`src/rtl/sprite_pkg.sv`:
```
// Shared definitions for the sprite/HUD ROM arbiter: requester indices,
// default bus widths and the return-tag record.
package sprite_pkg;

    localparam int REQ_P1  = 0;
    localparam int REQ_P2  = 1;
    localparam int REQ_HUD = 2;

    localparam int DEF_ADDR_W = 16;
    localparam int DEF_DATA_W = 8;

    // Tag index width; supports up to four requesters.
    localparam int TAG_IDX_W = 2;

    typedef struct packed {
        logic                 valid;
        logic [TAG_IDX_W-1:0] idx;
    } tag_t;

endpackage

```
`src/rtl/rr_arbiter.sv`:
```
// Combinational round-robin pick: searches req upward from ptr, wrapping,
// and returns a one-hot grant plus the winner's index.
module rr_arbiter #(
    parameter int NREQ  = 3,
    parameter int IDX_W = $clog2(NREQ)
) (
    input  logic [NREQ-1:0]  req,
    input  logic [IDX_W-1:0] ptr,
    output logic [NREQ-1:0]  gnt,
    output logic [IDX_W-1:0] win_idx,
    output logic             any_gnt
);

    // cand_idx[k] = (ptr + k) mod NREQ; ptr < NREQ so one subtraction suffices.
    logic [IDX_W-1:0] cand_idx [NREQ];

    for (genvar gi = 0; gi < NREQ; gi++) begin : g_cand
        logic [IDX_W:0] sum;
        assign sum = {1'b0, ptr} + (IDX_W+1)'(gi);
        assign cand_idx[gi] = (sum >= (IDX_W+1)'(NREQ)) ?
                              IDX_W'(sum - (IDX_W+1)'(NREQ)) : sum[IDX_W-1:0];
    end

    always_comb begin
        gnt     = '0;
        win_idx = '0;
        any_gnt = 1'b0;
        for (int k = 0; k < NREQ; k++) begin
            if (!any_gnt && req[cand_idx[k]]) begin
                any_gnt = 1'b1;
                win_idx = cand_idx[k];
            end
        end
        if (any_gnt) begin
            gnt[win_idx] = 1'b1;
        end
    end

endmodule

```
`src/rtl/sprite_rom_arbiter.sv`:
```
// Round-robin sharing of the single-port sprite/HUD ROM between three fetchers.
// A tag pipeline tracks each issued read so its data returns to its owner.
module sprite_rom_arbiter
    import sprite_pkg::*;
#(
    parameter int NREQ    = 3,
    parameter int ADDR_W  = DEF_ADDR_W,
    parameter int DATA_W  = DEF_DATA_W,
    parameter int ROM_LAT = 1
) (
    input  logic                   clk,
    input  logic                   rst_n,
    input  logic                   frame_sync,
    input  logic [NREQ-1:0]        req,
    input  logic [NREQ*ADDR_W-1:0] addr,
    output logic [NREQ-1:0]        gnt,
    output logic                   rom_en,
    output logic [ADDR_W-1:0]      rom_addr,
    input  logic [DATA_W-1:0]      rom_data,
    output logic [NREQ-1:0]        rd_valid,
    output logic [DATA_W-1:0]      rd_data,
    output logic                   busy
);

    localparam int IDX_W = $clog2(NREQ);
    // Entry k of the tag pipeline is live k+1 cycles after the grant; the
    // last entry lines up with valid rom_data.
    localparam int DEPTH = ROM_LAT + 1;

    logic [IDX_W-1:0]  ptr_reg, ptr_next;
    logic [IDX_W-1:0]  win_idx;
    logic [NREQ-1:0]   arb_gnt;
    logic              any_gnt;
    logic [ADDR_W-1:0] addr_arr [NREQ];
    tag_t              tag_reg  [DEPTH];
    tag_t              tag_in;
    logic              rom_en_reg;
    logic [ADDR_W-1:0] rom_addr_reg;
    logic [NREQ-1:0]   rd_valid_reg, rd_valid_next;
    logic [DATA_W-1:0] rd_data_reg;

    for (genvar gi = 0; gi < NREQ; gi++) begin : g_addr
        assign addr_arr[gi] = addr[gi*ADDR_W +: ADDR_W];
    end

    rr_arbiter #(
        .NREQ  (NREQ),
        .IDX_W (IDX_W)
    ) u_rr (
        .req     (req),
        .ptr     (ptr_reg),
        .gnt     (arb_gnt),
        .win_idx (win_idx),
        .any_gnt (any_gnt)
    );

    assign gnt = rst_n ? arb_gnt : '0;

    // frame_sync wins over the grant-driven advance; arbitration still used ptr_reg.
    always_comb begin
        ptr_next = ptr_reg;
        if (frame_sync) begin
            ptr_next = '0;
        end else if (any_gnt) begin
            ptr_next = (win_idx == IDX_W'(NREQ-1)) ? '0 : win_idx + 1'b1;
        end
    end

    always_comb begin
        tag_in       = '0;
        tag_in.valid = any_gnt;
        tag_in.idx   = TAG_IDX_W'(win_idx);
    end

    always_comb begin
        rd_valid_next = '0;
        if (tag_reg[DEPTH-1].valid) begin
            rd_valid_next[tag_reg[DEPTH-1].idx] = 1'b1;
        end
    end

    always_ff @(posedge clk or negedge rst_n) begin
        if (!rst_n) begin
            ptr_reg      <= '0;
            rom_en_reg   <= 1'b0;
            rom_addr_reg <= '0;
            rd_valid_reg <= '0;
            rd_data_reg  <= '0;
            for (int k = 0; k < DEPTH; k++) begin
                tag_reg[k] <= '0;
            end
        end else begin
            ptr_reg    <= ptr_next;
            rom_en_reg <= any_gnt;
            if (any_gnt) begin
                rom_addr_reg <= addr_arr[win_idx];
            end
            tag_reg[0] <= tag_in;
            for (int k = 1; k < DEPTH; k++) begin
                tag_reg[k] <= tag_reg[k-1];
            end
            rd_valid_reg <= rd_valid_next;
            if (tag_reg[DEPTH-1].valid) begin
                rd_data_reg <= rom_data;
            end
        end
    end

    always_comb begin
        busy = |rd_valid_reg;
        for (int k = 0; k < DEPTH; k++) begin
            busy = busy | tag_reg[k].valid;
        end
    end

    assign rom_en   = rom_en_reg;
    assign rom_addr = rom_addr_reg;
    assign rd_valid = rd_valid_reg;
    assign rd_data  = rd_data_reg;

endmodule

```
`config.mk`:
```
export PLATFORM = sky130hd
export DESIGN_NAME = sprite_rom_arbiter
export DESIGN_NICKNAME = d
export VERILOG_FILES = /design/src/rtl/sprite_pkg.sv /design/src/rtl/rr_arbiter.sv /design/src/rtl/sprite_rom_arbiter.sv
export SDC_FILE = /design/constraint.sdc
export NUM_CORES = 1
export LEC_CHECK = 0
export BUFFER_PORTS_ARGS = -buffer_cell sky130_fd_sc_hd__buf_2
export CAP_MARGIN = 5
export CELL_PAD_IN_SITES_DETAIL_PLACEMENT = 2
export CELL_PAD_IN_SITES_GLOBAL_PLACEMENT = 2
export CORE_MARGIN = 8
export CORE_UTILIZATION = 30
export CTS_CLUSTER_DIAMETER = 30
export DETAILED_ROUTE_END_ITERATION = 16
export GPL_TIMING_DRIVEN = 0
export PLACE_DENSITY = 0.9
export SLEW_MARGIN = 20
export SYNTH_ARGS = -nofsm -noshare
export SYNTH_HDL_FRONTEND = slang
export SYNTH_SLANG_ARGS = --single-unit
export TNS_END_PERCENT = 50
```
`constraint.sdc`:
```
create_clock -name clk -period 6.96 [get_ports clk]
set_input_delay 0.696 -clock clk [delete_from_list [all_inputs] [get_ports clk]]
set_output_delay 0.696 -clock clk [all_outputs]
set_load 0.02 [all_outputs]
```
==> reports/qor.csv, run 1 <==
stage;metric;value;unit
timing;final hold violation count;0;
die;total die area;0.0109;mm2
timing;final setup violating endpoints;0;
routing;WL per Instance;20.8;um
routing;via count;2459;
clock_network;TritonCTS Buffers;5;
logic_synthesis;Synth async-reset ratio;1.00;
routing;TritonRoute pass-1 iters;4;
timing;WHS;0.362;ns
logic_synthesis;cells after synthesis;250;
placement;pre-CTS setup slack;3.64;ns
die;core outline area;0.00765;mm2
worst_setup_path;slowest CP cell;o21ai_1;
routing;Antenna Violating Nets Remaining;0;
worst_setup_path;largest driver fanout on the critical path;10;
clock_network;# clock sinks;35;
worst_setup_path;CP required;6.26;ns
job;number of max-cap violations;0;
placement;Inst Count DP;445;
power_and_ir_drop;P_leak;1.42;nW
worst_setup_path;CP max stage delay;0.57;ns
timing;fin crit period;3.67;ns
outcome;status;finished, final reports clean;
power_and_ir_drop;largest voltage drop on the vdd net;141;uV
logic_synthesis;Synthesis Warnings;0;
clock_network;clock slew at reported path FFs;0.07;ns
logic_synthesis;Synth Cell Area;0.00235;mm2
final_layout;most common cell after layout, fill and taps aside;buf_2;
timing;Final period util;0.527;
timing;Sum Neg Setup Slack;0;ns
routing;initial DRC count;102;
worst_setup_path;Arr. time, crit path;2.97;ns
logic_synthesis;post-synthesis sequential area ratio;0.373;
global_routing;initial antenna violation count;0;
logic_synthesis;EDFF count, synth;0;
placement;IO buf count;93;
die;Die X;104;um
placement;GPL Wtd Cong;0.809;
worst_setup_path;startpoint type of the worst setup path;flip-flop;
timing;Max Clock Freq;272;MHz
clock_network;CTS HTree Levels;2;
clock_network;CTS tree;done;
global_routing;gr usage total;0.172;
hold_path;Hold Path Class;flip-flop to flip-flop;
die;Starting Density;0.307;
final_layout;most frequent cells in the layout;buf_2 (103), dfrtp_1 (35), and2_1 (32);
timing;post-route setup slack;3.29;ns
timing;Slew headroom;0.460;
final_layout;Nets;416;
worst_setup_path;CP Class;flip-flop to primary output;
logic_synthesis;synth unique cells;39;
timing;Worst Tran Pin Value;0.810;ns
global_routing;number of global-route vias before repair;2768;
final_layout;Layout Cells excl Fill;452;
clock_network;post-CTS repair timing setup buffer count;0;
final_layout;Largest register FFs;16;
worst_setup_path;crit end category;primary output;
clock_network;post-cts resize count;0;
final_layout;antenna cells;0;
timing;max-slew violations;0;
timing;RSZ-0062 raised after global routing;false;
logic_synthesis;#FFs+latches synth;35;
logic_synthesis;syn_nets;316;
routing;via density per instance;5.44;
clock_network;CTS Hold Bufs;0;
clock_network;Clk Latency, worst-skew pair;0.29;ns
clock_network;Root Driver;clkbuf_8;
routing;final WL;9.41;mm
power_and_ir_drop;PwrDens;490;mW/mm2
worst_setup_path;CP cell instances;inv_1, ha_1, buf_2, nor2b_1, o21ai_1, clkbuf_1, nand3_1, o21ai_1, nor3_1, buf_2;
logic_synthesis;Post-Syn Area per Cell;9.39;um2
die;Die Ht;104;um
final_layout;layout cells sized above 1;0.369;
routing;Post-route DRC;0;
global_routing;GRT overflow;0;
placement;post-detail-place hpwl;7.39;mm
global_routing;first-pass GRT wire length;15.3;mm
final_layout;Area growth, synth to finish;29.0;%
global_routing;pin count of the biggest net entering global routing;37;
die;# rows;32;
die;Ports;94;
timing;clk_skew;0.0178;ns
clock_network;Bufs on Longest Clock Path;2;
logic_synthesis;ys flop type;dfrtp_1;
worst max-delay path, delay by kind of cell (launching register included):
family          cells  cell delay, ns
compound gates      2            0.72
fa+ha+maj           1            0.19
buf+inv             4            0.98
flops               1            0.42
simple gates        3            0.39
metrics by stage:
stage          area (um2)  total power, mW  utilization
6_report             3030             1.48        0.396
5_1_grt              3030             1.60        0.396
4_1_cts              3030             1.50        0.396
3_5_place_dp         2940             1.33        0.385
3_3_place_gp         2940             1.28        0.385
2_1_floorplan        2350             1.01            -
synth_stat cells (2+ instances only):
| cell type | number | area (um2) |
|---|---|---|
| o21a_1 | 2 | 15.0 |
| and2_1 | 32 | 200 |
| nand3_1 | 17 | 85.1 |
| o21ai_1 | 5 | 25.0 |
| inv_1 | 3 | 11.3 |
| mux2_4 | 2 | 30.0 |
| buf_6 | 2 | 22.5 |
| or3_1 | 2 | 12.5 |
| nor2b_1 | 17 | 106 |
| o31ai_1 | 2 | 15.0 |
| nor2_1 | 4 | 15.0 |
| o211ai_1 | 16 | 120 |
| clkbuf_1 | 8 | 30.0 |
| ha_1 | 4 | 50.1 |
| and3b_1 | 3 | 26.3 |
| nor3b_1 | 2 | 15.0 |
| a21oi_1 | 2 | 10.0 |
| dfrtp_1 | 35 | 876 |
| a221o_1 | 16 | 160 |
| nor3_1 | 4 | 20.0 |
| nand4_1 | 16 | 100 |
| o21ai_0 | 16 | 80.1 |
| buf_2 | 10 | 50.1 |
| mux2i_1 | 3 | 30.0 |
| mux2_2 | 9 | 101 |
| nand3b_1 | 2 | 15.0 |
| nand2_1 | 4 | 15.0 |
kinds of logic (layout without fill, tap and decap cells):
group | count (synthesis) | count (layout) | synth area share
AOI/OAI and AO/OA | 63 | 63 | 0.199
DFF | 35 | 35 | 0.373
buffers and inverters | 25 | 125 | 0.0517
muxes | 14 | 14 | 0.0687
and+or+nand+nor | 109 | 109 | 0.286
adders and majority gates | 4 | 4 | 0.0213
final timing paths:
kind	startpoint	endpoint	slack [ns]	depth (start not counted)
setup / recovery	ptr_reg[1]$_DFFE_PN0P_	gnt[1]	3.29	10
hold / removal	tag_reg[4]$_DFF_PN0_	tag_reg[1]$_DFF_PN0_	0.36	0
setup reg to reg	ptr_reg[1]$_DFFE_PN0P_	rom_addr[7]$_DFFE_PN0N_	4.25	10
hold reg to reg	tag_reg[4]$_DFF_PN0_	tag_reg[1]$_DFF_PN0_	0.36	0
max in group asynchronous	rst_n	rd_data[5]$_DFFE_PN0P_	5.94	1
min in group asynchronous	rst_n	rom_addr[12]$_DFFE_PN0N_	0.49	1
cell type report:
class / instances / area [um2]
plain buffers: 21 / 106
clock buffers: 6 / 82.6
clock inverters: 1 / 5.00
fillers: 889 / 4620
inverters: 4 / 15.0
multi-input cells: 190 / 1350
flip-flops and latches: 35 / 876
well taps: 102 / 128
repair buffers: 93 / 465
layer usage:
layer,global-route usage,vias to the layer above,part of all wire
li1,-,1133,-
met1,0.215,1244,0.45
met2,0.295,75,0.49
met3,0.0372,7,0.050
met4,0.0321,0,0.0073
met5,0,-,0
where the power goes:
part / switching [mW] / internal [mW] / leakage [nW]
Combinational: 0.610 / 0.383 / 0.944
Clock: 0.0737 / 0.0777 / 0.0470
Sequential: 0.0474 / 0.293 / 0.426
Total: 0.731 / 0.754 / 1.42
No activity file was read; power rests on OpenSTA's default activity.
==> inputs of run 2 (changes only) <==
CORE_UTILIZATION = 28   (was 30)
PLACE_DENSITY = 0.85   (was 0.9)
clock period = 3.39 ns   (was 6.96 ns; I/O delays follow)
==> run 2 against run 1 <==
Setup slack worse by 3.1 ns. Critical path type unchanged. Power up 100%. Global-route usage down 0.86 points. Core utilization down 2.5 points. Largest power group unchanged.
==> reports/qor.csv, run 2 (same netlist as run 1, synthesis figures left out) <==
stage;metric;value;unit
placement;GPL Wtd Cong;0.838;
clock_network;clock slew at reported path FFs;0.08;ns
final_layout;layout cells sized above 1;0.374;
timing;Final period util;0.931;
final_layout;Area growth, synth to finish;29.4;%
global_routing;pin count of the biggest net entering global routing;37;
timing;max-slew violations;0;
worst_setup_path;CP Class;flip-flop to primary output;
outcome;status;finished, final reports clean;
clock_network;Clk Latency, worst-skew pair;0.29;ns
global_routing;GRT overflow;0;
worst_setup_path;CP cell instances;inv_1, ha_1, buf_2, mux2i_1, o21ai_1, buf_2, nor3_4, inv_2, nand2_1, a21oi_1, buf_2;
timing;Slew headroom;0.444;
timing;Worst Tran Pin Value;0.834;ns
routing;via density per instance;5.31;
placement;Placed Area;0.00295;mm2
routing;initial DRC count;101;
die;core outline area;0.00818;mm2
routing;via count;2414;
final_layout;Largest register FFs;16;
timing;RSZ-0062 raised after global routing;true;
timing;Sum Neg Setup Slack;0;ns
die;# rows;33;
worst_setup_path;CP required;3.05;ns
timing;final setup violating endpoints;0;
global_routing;first-pass GRT wire length;15.2;mm
placement;post-detail-place hpwl;7.21;mm
routing;WL per Instance;20.3;um
worst_setup_path;Worst R2R End;rom_addr[9]$_DFFE_PN0N_;
clock_network;# clock sinks;35;
worst_setup_path;slowest CP cell;dfrtp_1;
worst_setup_path;worst reg2reg setup slack;0.69;ns
timing;clk_skew;0.0101;ns
worst_setup_path;R2R Path Start;ptr_reg[1]$_DFFE_PN0P_;
die;total die area;0.0116;mm2
final_layout;Nets;416;
power_and_ir_drop;P_leak;1.42;nW
die;Die X;108;um
worst_setup_path;crit end category;primary output;
clock_network;CTS HTree Levels;2;
worst_setup_path;Arr. time, crit path;2.82;ns
global_routing;number of global-route vias before repair;2820;
worst_setup_path;critical path buffer and inverter count;5;
clock_network;Bufs on Longest Clock Path;2;
power_and_ir_drop;PwrDens;1000;mW/mm2
routing;Antenna Violating Nets Remaining;0;
timing;final hold violation count;0;
worst_setup_path;CP top delay family;buffers and inverters;
global_routing;gr usage total;0.163;
final_layout;antenna cells;0;
job;number of max-cap violations;0;
clock_network;CTS tree;done;
die;Ports;94;
clock_network;Root Driver;clkbuf_8;
worst_setup_path;CP Depth;11;
die;Starting Density;0.287;
worst_setup_path;Critical Path Most Common Cell;buf_2;
worst_setup_path;CP max stage delay;0.43;ns
hold_path;Hold Path Class;input pin to async pin;
worst_setup_path;startpoint type of the worst setup path;flip-flop;
timing;fin crit period;3.16;ns
clock_network;CTS Hold Bufs;0;
power_and_ir_drop;largest voltage drop on the vdd net;350;uV
routing;TritonRoute pass-1 iters;4;
worst_setup_path;largest driver fanout on the critical path;10;
routing;final WL;9.26;mm
placement;IO buf count;93;
clock_network;TritonCTS Buffers;5;
final_layout;Final Instance Area;0.00304;mm2
timing;Max Clock Freq;317;MHz
worst_setup_path;R2R depth;10;
die;Die Ht;108;um
final_layout;most common cell after layout, fill and taps aside;buf_2;
routing;Post-route DRC;0;
final_layout;most frequent cells in the layout;buf_2 (103), dfrtp_1 (35), and2_1 (32);
global_routing;initial antenna violation count;0;
==> run 2: final cells by class <==
type | instances | area (um2)
fillers | 955 | 5140
multi-input cells | 190 | 1360
flip-flops and latches | 35 | 876
repair buffers | 93 | 465
well taps | 105 | 131
plain buffers | 21 | 108
clock buffers | 6 | 82.6
inverters | 4 | 15.0
clock inverters | 1 | 5.00
==> run 2: through the flow <==
stage	std cells	util	hold slack [ns]	total power, mW	worst slack, ns
6_report	455	0.372	0.148	3.04	0.234
5_1_grt	455	0.372	0.217	3.27	-0.0107
4_1_cts	455	0.371	0.163	3.06	0.0390
3_5_place_dp	448	0.360	0.339	2.73	0.397
3_3_place_gp	448	0.360	0.333	2.62	0.488
2_1_floorplan	250	-	0.0434	2.07	0.798
==> run 2: worst max-delay path by stage <==
stage | from | end
2_1_floorplan | ptr_reg[1]$_DFFE_PN0P_ | gnt[1]
3_3_place_gp | ptr_reg[1]$_DFFE_PN0P_ | gnt[1]
3_5_place_dp | ptr_reg[1]$_DFFE_PN0P_ | gnt[1]
4_1_cts | ptr_reg[1]$_DFFE_PN0P_ | gnt[1]
5_1_grt | ptr_reg[1]$_DFFE_PN0P_ | gnt[2]
6_report | ptr_reg[1]$_DFFE_PN0P_ | gnt[2]
==> run 2: metal layers <==
layer / share of wire / global-route usage / vias up
li1: - / - / 1134
met1: 0.45 / 0.202 / 1202
met2: 0.48 / 0.281 / 70
met3: 0.053 / 0.0365 / 8
met4: 0.0079 / 0.0347 / 0
met5: 0 / 0 / -
==> run 2: repair_timing <==
item,CTS,global route
endpoints found under the setup margin,0,2
buffers inserted,0,0
gates resized for setup,0,3
==> run 2: where the power goes <==
group | internal [mW] | switching, mW | total, mW | leakage, nW
Combinational | 0.790 | 1.24 | 2.03 | 0.947
Clock | 0.159 | 0.153 | 0.312 | 0.0470
Sequential | 0.602 | 0.0927 | 0.695 | 0.426
==> run 2: worst register-to-register path: cells and delay by family (launching register included) <==
kind            cells  cell delay [ns]
buf+inv             4             0.87
simple gates        2             0.55
flops               1             0.43
mux                 1             0.32
compound gates      2             0.27
fa+ha+maj           1             0.20
